<file path="src/rtl/event_pkg.sv">
// Shared definitions for the event distribution/join blocks.
package event_pkg;

    // Widest fork supported by the event system.
    localparam int EVT_MAX_OUT = 8;

    // Width of the optional saturating dropped-event counter.
    localparam int EVT_DROP_CNT_W = 8;

    // Largest value a pending counter of the given width can hold.
    function automatic int cnt_max(input int cnt_width);
        return (1 << cnt_width) - 1;
    endfunction

endpackage

</file>
<file path="src/rtl/event_fork_chan.sv">
// One output channel of the event fork: pending-event counter, ready gate
// and registered single-cycle output pulse.
module event_fork_chan
    import event_pkg::*;
#(
    parameter int CNT_WIDTH    = 4,
    parameter int INIT_PENDING = 0
) (
    input  logic clk,
    input  logic rst,
    input  logic acc,
    input  logic ready,
    output logic pulse,
    output logic full
);

    localparam logic [CNT_WIDTH-1:0] CNT_MAX  = CNT_WIDTH'(cnt_max(CNT_WIDTH));
    localparam logic [CNT_WIDTH-1:0] CNT_INIT = CNT_WIDTH'(INIT_PENDING);
    localparam logic [CNT_WIDTH-1:0] CNT_ONE  = CNT_WIDTH'(1);

    logic [CNT_WIDTH-1:0] cnt;
    logic                 emit;

    // Emit when the consumer is ready and an event is pending or arriving now.
    always_comb begin
        // NOTE: every output of a combinational block is assigned on every
        // path (here unconditionally) so no latch is inferred.
        emit = ready && ((cnt != '0) || acc);
        full = (cnt == CNT_MAX);
    end

    // Counter and pulse register; accept and emit in one cycle cancel out.
    always_ff @(posedge clk) begin
        // NOTE: sequential state uses non-blocking assignments so every
        // register samples pre-edge values regardless of statement order.
        if (rst) begin
            cnt   <= CNT_INIT;
            pulse <= 1'b0;
        end else begin
            pulse <= emit;
            case ({acc, emit})
                2'b10:   cnt <= cnt + CNT_ONE;
                2'b01:   cnt <= cnt - CNT_ONE;
                default: cnt <= cnt;
            endcase
        end
    end

endmodule

</file>
<file path="src/rtl/event_fork.sv">
// Event fork: re-issues each accepted input pulse once on every output
// channel, buffering per channel so slow consumers lose nothing.
// Optional build macro EVENT_FORK_DROP_CNT_EN adds a saturating drop_cnt
// output; the sticky overflow flag then follows drop_cnt != 0.
module event_fork
    import event_pkg::*;
#(
    parameter int NUM_OUT      = 2,
    parameter int CNT_WIDTH    = 4,
    parameter int INIT_PENDING = 0
) (
    input  logic               clk,
    input  logic               rst,
    input  logic               in_pulse,
    input  logic [NUM_OUT-1:0] out_ready,
    output logic [NUM_OUT-1:0] out_pulse,
    output logic               in_full,
    output logic               overflow
`ifdef EVENT_FORK_DROP_CNT_EN
    ,
    output logic [EVT_DROP_CNT_W-1:0] drop_cnt
`endif
);

    if (NUM_OUT < 2 || NUM_OUT > EVT_MAX_OUT) begin : g_bad_num_out
        $error("event_fork: NUM_OUT must be 2..%0d", EVT_MAX_OUT);
    end
    if (INIT_PENDING != 0 && INIT_PENDING != 1) begin : g_bad_init
        $error("event_fork: INIT_PENDING must be 0 or 1");
    end

    logic [NUM_OUT-1:0] chan_full;
    logic               acc;
    logic               drop;

    // All-or-nothing acceptance: any full channel blocks every channel, even
    // one that is emitting this cycle, so there is no ready-to-accept path.
    always_comb begin
        in_full = |chan_full;
        acc     = in_pulse && !in_full;
        drop    = in_pulse && in_full;
    end

    for (genvar i = 0; i < NUM_OUT; i++) begin : g_chan
        event_fork_chan #(
            .CNT_WIDTH   (CNT_WIDTH),
            .INIT_PENDING(INIT_PENDING)
        ) u_chan (
            .clk  (clk),
            .rst  (rst),
            .acc  (acc),
            .ready(out_ready[i]),
            .pulse(out_pulse[i]),
            .full (chan_full[i])
        );
    end

`ifdef EVENT_FORK_DROP_CNT_EN
    // Saturating count of dropped events; cleared only by reset.
    always_ff @(posedge clk) begin
        if (rst) begin
            drop_cnt <= '0;
        end else if (drop && (drop_cnt != '1)) begin
            drop_cnt <= drop_cnt + EVT_DROP_CNT_W'(1);
        end
    end

    assign overflow = (drop_cnt != '0);
`else
    // Sticky flag: set by the first dropped event, cleared only by reset.
    always_ff @(posedge clk) begin
        if (rst) begin
            overflow <= 1'b0;
        end else if (drop) begin
            overflow <= 1'b1;
        end
    end
`endif

endmodule

</file>
<file path="config.mk">
export PLATFORM = sky130hd
export DESIGN_NAME = event_fork
export DESIGN_NICKNAME = d
export VERILOG_FILES = /design/src/rtl/event_pkg.sv /design/src/rtl/event_fork_chan.sv /design/src/rtl/event_fork.sv
export SDC_FILE = /design/constraint.sdc
export NUM_CORES = 1
export LEC_CHECK = 0
export BUFFER_PORTS_ARGS = -buffer_cell sky130_fd_sc_hd__buf_2
export CORE_MARGIN = 3
export CORE_UTILIZATION = 50
export CTS_BUF_LIST = sky130_fd_sc_hd__clkbuf_8
export CTS_CLUSTER_DIAMETER = 60
export DETAILED_ROUTE_END_ITERATION = 16
export PLACE_DENSITY = 0.82
export SETUP_SLACK_MARGIN = 0.05
export SLEW_MARGIN = 10
export SYNTH_ARGS = -nofsm -noshare
export SYNTH_HDL_FRONTEND = slang
export SYNTH_SLANG_ARGS = --single-unit
</file>
<file path="constraint.sdc">
create_clock -name clk -period 3.5 [get_ports clk]
set_input_delay 0.7 -clock clk [delete_from_list [all_inputs] [get_ports clk]]
set_output_delay 0.7 -clock clk [all_outputs]
set_load 0.01 [all_outputs]
</file>
Word level (Yosys, flattened, before mapping)
Index checks and enable logic that the tools add are counted.
{"block": "totals", "reg_bits": 11, "latchBits": 0, "mem_bits_rw": 0, "mem_bits_ro": 0, "in_bits": 5, "word_cells": 29, "mem_count": 0}
{"block": "classes", "n_addsub": 4, "n_mul": 0, "div_mod_pow": 0, "order_cmp": 0, "eq_ne": 6, "shifts": 0, "mux": 2, "bitwise_logic": 0, "n_reduce_logical": 12}
{"op": "case mux 4 bit (2 select lines)", "n": 2}
{"op": "adder 4 x 1 -> 4 bit, second input constant", "n": 2}
{"op": "== test 4 bit, second input constant", "n": 2}
{"op": "nonzero test 4 bit", "n": 2}
{"op": "subtractor 4 x 1 -> 4 bit, second input constant", "n": 2}
{"op": "== test 2 x 1 -> 1 bit, second input constant", "n": 2}
{"op": "== test 2 bit, second input constant", "n": 2}
{"op": "logical AND 1 bit", "n": 4}
{"op": "nonzero test 2 bit", "n": 2}
{"op": "logical OR 1 bit", "n": 2}
{"op": "OR reduction 2 bit", "n": 1}
{"op": "logical NOT 1 bit", "n": 1}

Longest topological paths before layout
Gate-level depths: netlist of the first run.
{"block": "logic_depth", "depth_word": 8, "depth_mapped": 11}

Hierarchy
Synthesis of the first run repeated with hierarchy kept, for this count alone.
{"block": "hier_totals", "cells_unflattened": 73, "area_unflattened_um2": 663.1}
{"module": "event_fork_chan", "instances": 2, "cells_per_inst": 33, "area_per_inst_um2": 305.3, "seq_area_each_um2": 100.1}
{"module": "event_fork", "instances": 1, "cells_per_inst": 7, "area_per_inst_um2": 52.6, "seq_area_each_um2": 20.0}

Worst setup path before layout of the first run
Ideal clock, no wire load.
{"block": "synth_timing", "path_type": "input-to-reg", "startpoint": "input in_pulse", "endpoint": "register g_chan[0].u_chan.cnt[2]", "setup_time_ps": 71, "arrival_ps": 2299, "required_time_ps": 3429, "slack_ps": 1131, "stages": 9, "n_path_buf": 0, "path_cell_list": "nand3_1 a21boi_0 ha_1 xor2_1 ha_1 a21oi_1 xor2_1 or3_1 a21oi_1"}
{"block": "synth_between", "elab_chain_len": 5, "elab_cells_between_ends": 7}
{"item": "from (decl)", "line_no": "event_fork.sv:14", "text": "input logic in_pulse,"}
{"item": "logical AND 1 bit *", "line_no": "event_fork.sv:40", "text": "acc = in_pulse && !in_full;"}
{"item": "logical OR 1 bit *", "line_no": "event_fork_chan.sv:28", "text": "emit = ready && ((cnt != '0) || acc);"}
{"item": "logical AND 1 bit *", "line_no": "event_fork_chan.sv:28"}
{"item": "named net g_chan[0].u_chan.emit", "line_no": "event_fork_chan.sv:22", "text": "logic emit;"}
{"item": "== test 2 x 1 -> 1 bit or == test 2 bit (tied branches)", "line_no": "event_fork_chan.sv:41", "text": "case ({acc, emit})"}
{"item": "case mux 4 bit (2 select lines) or nonzero test 2 bit (tied branches)"}
{"item": "to (signal assigned)", "line_no": "event_fork_chan.sv:42", "text": "2'b10: cnt <= cnt + CNT_ONE;"}
{"item": "to (signal assigned)", "line_no": "event_fork_chan.sv:43", "text": "2'b01: cnt <= cnt - CNT_ONE;"}
{"item": "to (signal assigned)", "line_no": "event_fork_chan.sv:44", "text": "default: cnt <= cnt;"}
{"item": "to (decl)", "line_no": "event_fork_chan.sv:21", "text": "logic [CNT_WIDTH-1:0] cnt;"}
Mark *: on every way through the listed nets, which the timed path passes. The rest lies on a longest branch.
A chain may end at the register's enable or synchronous reset.

Final worst setup path of the first run
{"block": "layout_timing", "startpoint": "register g_chan[0].u_chan.cnt[1]", "endpoint": "register g_chan[0].u_chan.cnt[2]"}
{"block": "layout_between", "elab_chain_len": 8, "elab_cells_between_ends": 13}
{"item": "== test 4 bit", "line_no": "event_fork_chan.sv:29", "text": "full = (cnt == CNT_MAX);"}
{"item": "OR reduction 2 bit", "line_no": "event_fork.sv:39", "text": "in_full = |chan_full;"}
{"item": "logical NOT 1 bit", "line_no": "event_fork.sv:40"}
{"item": "logical AND 1 bit", "line_no": "event_fork.sv:40"}
{"item": "logical OR 1 bit *", "line_no": "event_fork_chan.sv:28"}
{"item": "logical AND 1 bit *", "line_no": "event_fork_chan.sv:28"}
{"item": "named net g_chan[0].u_chan.emit", "line_no": "event_fork_chan.sv:22"}
{"item": "== test 2 x 1 -> 1 bit or == test 2 bit (tied branches)", "line_no": "event_fork_chan.sv:41"}
{"item": "case mux 4 bit (2 select lines) or nonzero test 2 bit (tied branches)"}
Marks and branches as above.

==> results.cfg, run 1 <==
[clocking]
cts_tree = built
cts.sinks = 11
cts-root-buf = clkbuf_8
insertion_delay_ns = 0.23
cts_buffers = 3
cts_resized = 0
postCtsSetupBuffers = 0
cts_max_path_buffers = 2
path_clk_slew_ns = 0.05
htree_levels = 1
cts_hold_buffers = 0

[place]
dp.cells = 92
io_buffers = 8
dp_hpwl_um = 798.8
globalplace.congestion = 0.8201

[timing]
skew_ns = 0.0002273
fin_crit_sh = 0.7043
max_freq_ghz = 0.4057
grt_setup_unrepaired = false
min_period_ns = 2.465
hold_viol = 0
setup_viol = 0
finalMaxSlewViolations = 0
finalSetupTns_ns = 0
worst-slew-pin-transition_ns = 0.3521
slew_headroom = 0.7632

[power_and_ir_drop]
ir_worst_vdd_v = 0.0003202
p_int_w = 0.0003210
switching_share = 0.3434
power_density_nw_per_um2 = 663.4
p_clk_frac = 0.247
power_leakage_nw = 0.3440
seqPwrFrac = 0.420
p_switching_w = 0.0001679
p_comb_frac = 0.333

[finish]
diodes = 0
layout_common_cells = 11 x dfxtp_1, 9 x nor2_1, 8 x buf_2
final_common_cell = dfxtp_1
syn_to_final_growth_pct = 10.09
drive_gt1_frac = 0.1585
final_cells = 96
num-nets-final = 94

[job]
maxCapViolCount = 0

[die]
io_pins = 9
die_h_um = 42.59
rows = 12
start_util = 0.5643
core_um2 = 1186
die-area_um2 = 1814
chipWidth_um = 42.59

[routing]
drtIter0Drc = 10
drc = 0
first_pass_iters = 4
wirelength_um = 1091
vias = 536
wire_per_inst_um = 11.36
drtAntennaViolNets = 0
viasPerCell = 5.583

[synth]
synth_cell_types = 28
yosysTopAreaCell = dfxtp_1
synth.top_cell.area_share = 0.3290
ys_ff_latch = 11
synth_fp_nets = 86
netlist_instances = 75
synth_warnings = 0
synth_area_leaders = dfxtp_1 33%, ha_1 11%, xor2_1 7.9%
ys_seq_area_frac = 0.3290
syn_area_per_cell_um2 = 8.925
netlist_area_um2 = 669.4

[global_routing]
grt_pass1_wl_um = 1807
grt.total_usage = 0.1296
antenna_found_initial = 0
grt_pass1_vias = 467
grt-ovfl-total = 0
grt_max_degree = 14

[critical_path]
cpPeakStageDelay_ns = 0.37
required_ns = 3.67
startpoint = g_chan[0].u_chan.cnt[1]
crit_fanout = 8
cp_cell_sequence = nand4_1 > nand3_1 > a21boi_0 > ha_1 > xor2_1 > ha_1 > a21oi_1 > xor2_1 > or3_1 > a21oi_1
crit_type = flip-flop to flip-flop
slowest_stage = dfxtp_1
reg2reg_from = g_chan[0].u_chan.cnt[1]
reg2reg_setup_slack_ns = 1.03
r2r_end = g_chan[0].u_chan.cnt[2]
worst_ep_arrival_time_ns = 2.63
endpoint = g_chan[0].u_chan.cnt[2]
worst_setup_path_end_kind = flip-flop
crit_path_start_kind = flip-flop
ff2ff_path_depth = 10

[hold_path]
hold_class = flip-flop to flip-flop
min-delay-start = overflow

[status]
outcome = completed
## cell type report
| cell class | count | area [um^2] |
|---|---|---|
| fillers | 97 | 449.2 |
| clock inverters | 1 | 3.754 |
| flip-flops and latches | 11 | 220.2 |
| clock buffers | 3 | 41.29 |
| well taps | 14 | 17.52 |
| repair buffers | 8 | 40.04 |
| multi-input cells | 59 | 414.1 |
## critical path: cells and delay by family, from the launching register on
family / cells / cell delay [ns]
AOI/OAI and AO/OA: 3 / 0.53
xor gates and xnor gates: 2 / 0.32
adders and majority gates: 2 / 0.49
DFF: 1 / 0.37
and+or+nand+nor: 3 / 0.66
## power groups by stage
stage | clock network [W] | logic, W | registers [W]
after CTS | 0.000126 | 0.000164 | 0.000205
after detailed placement | 0 | 0.000164 | 0.000206
after floorplan | 0 | 0.000166 | 0.000185
final | 0.000121 | 0.000163 | 0.000205
after global routing | 0.000131 | 0.000186 | 0.000213
after global placement | 0 | 0.000156 | 0.000205
## how the worst min path moves through the flow
stage               end  cells past startpoint  slack (ns)
2_1_floorplan  overflow                      2        0.50
4_1_cts        overflow                      2        0.49
3_5_place_dp   overflow                      2        0.46
6_report       overflow                      2        0.48
3_3_place_gp   overflow                      2        0.45
5_1_grt        overflow                      2        0.52
## metal layers
| metal | track usage | wire length, um | vias to the layer above |
|---|---|---|---|
| met2 | 0.2067 | 465 | 19 |
| met5 | 0 | 0 | - |
| met4 | 0.01863 | 0 | 0 |
| li1 | - | - | 278 |
| met1 | 0.1568 | 530 | 239 |
| met3 | 0.06867 | 95 | 0 |
## registers in the layout (all words and copies together), names as in the netlist
| register | flops |
|---|---|
| g_chan.u_chan.cnt | 8 |
| g_chan.u_chan.pulse | 2 |
| overflow | 1 |
## synthesized netlist by cell type (all sizes together)
cell and count:
a211o 1, a21boi 2, a21oi 6, a32o 1
a41oi 1, buf 3, clkbuf 2, dfxtp 11
ha 6, mux2 2, mux2i 2, nand2 3
nand2b 1, nand3 1, nand3b 1, nand4 2
nor2 9, nor2b 4, nor3b 2, nor4 2
o21ai 4, or3 2, or3b 1, xor2 6
## metrics by stage
stage	cell area, um^2	util	power (W)	worst slack, ns	hold WS [ns]
after floorplan	669.4	-	0.0003508	1.131	0.5022
after global placement	691.9	0.5833	0.0003604	0.9005	0.4521
after detailed placement	691.9	0.5833	0.0003696	0.8097	0.4571
after CTS	737.0	0.6213	0.0004945	1.046	0.4860
after global routing	737.0	0.6213	0.0005293	0.7465	0.5151
final	737.0	0.6213	0.0004889	1.035	0.4783
## kinds of logic (layout without fill, tap and decap cells)
group                    count (synthesis)  after routing  synth area share
AO/OA/AOI/OAI                           15             15            0.1402
XOR/XNOR                                 6              6           0.07850
adder cells (fa/ha/maj)                  6              6            0.1121
buffers and inverters                    5             12           0.05232
flip-flops                              11             11            0.3290
multiplexers                             4              4           0.06355
AND/OR/NAND/NOR                         28             28            0.2243
Power figures use the tool's default switching activity.
==> inputs of run 2 (changes only) <==
PLACE_DENSITY = 0.85   (was 0.82)
clock period = 2 ns   (was 3.5 ns; I/O delays follow)
==> run 2 against run 1 <==
  * The flow now finishes with violations (negative setup slack)
  * Maximum frequency rose by 6.6%
  * Core utilization increased by 26 points
  * First-iteration DRC count grew to 3.9 times the previous value
  * Flip-flop and latch count did not move
  * Worst hold slack improved by 0.0090 ns
  * Largest power group is now combinational cells
==> results.cfg, run 2 (same netlist as run 1, synthesis figures left out) <==
[clocking]
cts.sinks = 11
path_clk_slew_ns = 0.05
cts-root-buf = clkbuf_8
insertion_delay_ns = 0.24
cts_buffers = 3
htree_levels = 1
cts_tree = built
cts_hold_buffers = 0
cts_max_path_buffers = 2

[critical_path]
reg2reg_from = g_chan[1].u_chan.cnt[3]
startpoint = g_chan[1].u_chan.cnt[3]
cpPeakStageDelay_ns = 0.38
r2r_end = g_chan[0].u_chan.cnt[2]
cpMostUsedCell = xor2_1
ff2ff_path_depth = 10
slowest_stage = dfxtp_2
crit_path_start_kind = flip-flop
worst_ep_arrival_time_ns = 2.48
endpoint = g_chan[0].u_chan.cnt[2]
cp_cell_sequence = nand4_1 > nand3_2 > buf_4 > ha_4 > xor2_1 > ha_2 > a21oi_2 > xor2_1 > or3_1 > a21oi_1
crit_type = flip-flop to flip-flop
required_ns = 2.16
crit_fanout = 4
worst_setup_path_end_kind = flip-flop
reg2reg_setup_slack_ns = -0.31

[finish]
diodes = 0
num-nets-final = 113
syn_to_final_growth_pct = 56.64
largest_reg_flops = 8
final_common_cell = buf_4
num-fill-cells = 63
largestRegisters = g_chan.u_chan.cnt (8), g_chan.u_chan.pulse (2), overflow (1)
drive_gt1_frac = 0.5941
top_register = g_chan.u_chan.cnt
fin_area_um2 = 1049
layout_common_cells = 19 x buf_4, 9 x nor2_1, 8 x buf_2

[hold_path]
min_path_cells = 2
hold_class = input port to flip-flop

[die]
die_h_um = 42.59
die-area_um2 = 1814
start_util = 0.5643
io_pins = 9
rows = 12
chipWidth_um = 42.59
core_um2 = 1186

[global_routing]
grt_max_degree = 14
grt_pass1_vias = 770
top_usage_layer = met2
grt_use_met1 = 0.3179
antenna_found_initial = 0
grt_pass1_wl_um = 3795
grt-ovfl-total = 0
use_met2 = 0.4681
grt.total_usage = 0.2843
met3_usage = 0.1330

[routing]
first_pass_iters = 4
drtIter0Drc = 39
drc = 0
viasPerCell = 6.409
vias = 737
wirelength_um = 2717
drtAntennaViolNets = 0
wire_per_inst_um = 23.63

[power_and_ir_drop]
power_leakage_nw = 0.4696
ir_worst_vdd_v = 0.0008264
p_total_w = 0.001295
power_density_nw_per_um2 = 1235

[place]
postPlaceCellArea_um2 = 853.3
globalplace.congestion = 0.7582
preCtsSetupSlack_ns = -0.1569
dp_hpwl_um = 1250
io_buffers = 8

[timing]
finalSetupTns_ns = -0.9613
grt_setup_unrepaired = true
skew_ns = 0.001393
slew_headroom = 0.7855
hold_viol = 0
fin_ws_ns = -0.3123
finalMaxSlewViolations = 0
min_period_ns = 2.312
max_freq_ghz = 0.4325
worst-slew-pin-transition_ns = 0.3194
fin_crit_sh = 1.156
setup_viol = 4

[job]
maxCapViolCount = 0

[status]
failed_checks = negative setup slack
outcome = finished with violations
## run 2: cell count changes in the layout (fill, tap and decap cells not counted), sizes merged
cell / change
buf: +19
## run 2: worst max-delay path: cells and delay by family (launching register included)
family | cells | cell delay [ns]
compound gates | 2 | 0.23
xor+xnor | 2 | 0.36
fa+ha+maj | 2 | 0.39
buf+inv | 1 | 0.16
flops | 1 | 0.38
simple gates | 3 | 0.72
## run 2: worst min-delay path by stage
stage	slack [ns]	startpoint	endpoint
after floorplan	0.50	overflow	overflow
after global placement	0.45	overflow	overflow
after detailed placement	0.47	overflow	overflow
after CTS	0.45	in_pulse	overflow
after global routing	0.50	rst	g_chan[0].u_chan.cnt[0]
final	0.49	rst	g_chan[1].u_chan.cnt[0]
## run 2: layer usage
layer | up-vias | wire [um] | share of wire
met1 | 353 | 1090 | 0.40
met2 | 56 | 1269 | 0.47
met5 | - | 0 | 0
met3 | 10 | 284 | 0.10
li1 | 318 | - | -
met4 | 0 | 73 | 0.027
## run 2: layout make-up
type                    count  area [um^2]  area share
repair buffers             27        182.7      0.1742
flip-flops and latches     11        232.7      0.2220
well taps                  14        17.52     0.01671
clock buffers               3        41.29     0.03938
multi-input cells          59        570.5      0.5442
clock inverters             1        3.754    0.003580
## run 2: what timing repair did
item                       in CTS  in global routing
setup endpoints to repair       4                  5
buffers inserted                1                  1
pin swaps                      11                  2
resized for setup              15                 12
## run 2: per-stage QoR
stage	util	hold slack, ns	std cells
6_report	0.8840	0.4873	115
3_3_place_gp	0.7194	0.4470	109
4_1_cts	0.8217	0.4508	114
3_5_place_dp	0.7194	0.4734	109
2_1_floorplan	-	0.5022	75
5_1_grt	0.8840	0.5022	115
## run 2: power by group
group / leakage [nW] / total [W] / switching (W) / internal (W)
clock: 0.0269 / 0.000231 / 0.0000954 / 0.000136
sequential: 0.0937 / 0.000359 / 0.0000694 / 0.000290
combinational: 0.349 / 0.000705 / 0.000355 / 0.000350
==> inputs of run 3 (changes only) <==
CORE_ASPECT_RATIO = 1.25   (was default)
CORE_UTILIZATION = 40   (was 50)
MAX_ROUTING_LAYER = met4   (was default)
PLACE_DENSITY = 0.72   (was 0.85)
==> run 3 against run 2 <==
  * The flow still finishes with violations (negative setup slack)
  * First-iteration DRC count is 82% lower
  * Sequential share of layout area shrank 0.76 points
  * Design area rose by 1.3%
  * Non-clock buffer count increased by 8
  * Worst hold slack worse by 0.048 ns
  * Routed wire length down 32%
  * Sequential power shrank 7.2%
  * Critical path type unchanged
==> results.cfg, run 3 (same netlist as run 1, synthesis figures left out) <==
[status]
outcome = finished with violations
failed_checks = negative setup slack

[clocking]
cts.sinks = 11
cts-root-buf = clkbuf_8
insertion_delay_ns = 0.24
cts_max_path_buffers = 2
path_clk_slew_ns = 0.05
htree_levels = 1
cts_tree = built
cts_buffers = 3
cts_hold_buffers = 0

[critical_path]
crit_path_start_kind = flip-flop
path_buf_inv = 2
worst_setup_path_end_kind = flip-flop
required_ns = 2.17
cp_top_family = simple AND/OR/NAND/NOR gates
crit_fanout = 4
slowest_stage = dfxtp_2
crit_type = flip-flop to flip-flop
cpPeakStageDelay_ns = 0.32
cp_cell_sequence = nand4_1 > nand3_2 > buf_4 > buf_4 > ha_4 > xor2_2 > ha_2 > a21oi_2 > xor2_1 > or3_1 > a21oi_2
worst_ep_arrival_time_ns = 2.28

[routing]
drc = 0
first_pass_iters = 4
drtAntennaViolNets = 0
viasPerCell = 5.341
wirelength_um = 1849
vias = 673
wire_per_inst_um = 14.67
drtIter0Drc = 7

[die]
io_pins = 9
die_h_um = 51.74
rows = 15
start_util = 0.4515
chipWidth_um = 42.59
die-area_um2 = 2203
core_um2 = 1483

[finish]
top_register = g_chan.u_chan.cnt
regArea_um2 = 227.7
final_common_cell = buf_4
largest_reg_flops = 8
fin_area_um2 = 1062
syn_to_final_growth_pct = 58.69
largestRegisters = g_chan.u_chan.cnt (8), g_chan.u_chan.pulse (2), overflow (1)
num-fill-cells = 115
num-nets-final = 121
drive_gt1_frac = 0.6147
layout_common_cells = 27 x buf_4, 9 x nor2_1, 7 x buf_2
diodes = 0
multiInputGateArea_um2 = 519.2
final_util = 0.7165

[place]
globalplace.congestion = 0.8309
dp_hpwl_um = 1147
postPlaceCellArea_um2 = 849.6
io_buffers = 8

[global_routing]
antenna_found_initial = 0
grt_pass1_wl_um = 3029
grt.total_usage = 0.1902
grt-ovfl-total = 0
grt_pass1_vias = 705
grt_max_degree = 14

[hold_path]
hold_class = input port to flip-flop

[timing]
worst-slew-pin-transition_ns = 0.2730
finalSetupTns_ns = -0.2976
skew_ns = 0.0004364
whs_ns = 0.4397
hold_viol = 0
slew_headroom = 0.8165
max_freq_ghz = 0.4729
setup_viol = 4
fin_crit_sh = 1.057
fin_ws_ns = -0.1146
grt_setup_unrepaired = true
finalMaxSlewViolations = 0
min_period_ns = 2.115

[power_and_ir_drop]
p_total_w = 0.001122
ir_worst_vdd_v = 0.0005086
power_leakage_nw = 0.4884
power_density_nw_per_um2 = 1057

[job]
maxCapViolCount = 0
==> run 3: changes by cell type in the layout (fill, tap and decap cells not counted), moves of 2 or more <==
| cell | delta |
|---|---|
| ha_4 | -3 |
| nor4_2 | +2 |
| nor4_4 | -2 |
| a21boi_4 | -2 |
| ha_2 | +2 |
| a21boi_2 | +2 |
| buf_4 | +8 |
| dfxtp_1 | +2 |
==> run 3: routing by layer <==
layer	global-route usage	wire length, um	up-vias
li1	-	-	332
met1	0.1874	685	323
met2	0.3655	1091	11
met3	0.03114	39	7
met4	0.07772	32	0
met5	-	0	-
==> run 3: repair_timing <==
item / 4_1_cts / 5_1_grt
setup buffers: 10 / 2
pin swaps: 11 / 11
setup endpoints to repair: 4 / 5
resized for setup: 12 / 10
==> run 3: worst paths after layout <==
path                            from                 endpoint  slack, ns  depth (start not counted)
min                         in_pulse                 overflow       0.44                          3
min reg2reg                 overflow                 overflow       0.46                          2
max          g_chan[0].u_chan.cnt[2]  g_chan[1].u_chan.cnt[2]      -0.11                         11
max reg2reg  g_chan[0].u_chan.cnt[2]  g_chan[1].u_chan.cnt[2]      -0.11                         11
==> run 3: worst min-delay path, cell delays in order <==
cell and delay (ns):
buf_2 0.11, a21oi_1 0.06, nor2_1 0.07
==> run 3: layout make-up <==
class	instances	share of cell area
multi-input combinational	59	0.4888
clock buffer	3	0.03887
tap	17	0.02002
sequential	11	0.2144
clock inverter	1	0.003534
timing repair buffer	35	0.2344
==> run 3: metrics by stage <==
stage / worst slack (ns) / instances
2_1_floorplan: -0.04763 / 75
3_3_place_gp: -0.04303 / 111
3_5_place_dp: -0.1180 / 111
4_1_cts: -0.04769 / 125
5_1_grt: -0.2126 / 126
6_report: -0.1146 / 126
==> run 3: power by group <==
group	leakage, nW	total [W]	switching (W)	internal [W]
clock network	0.0269	0.000215	0.0000807	0.000134
registers	0.0926	0.000333	0.0000473	0.000285
logic	0.369	0.000575	0.000266	0.000309
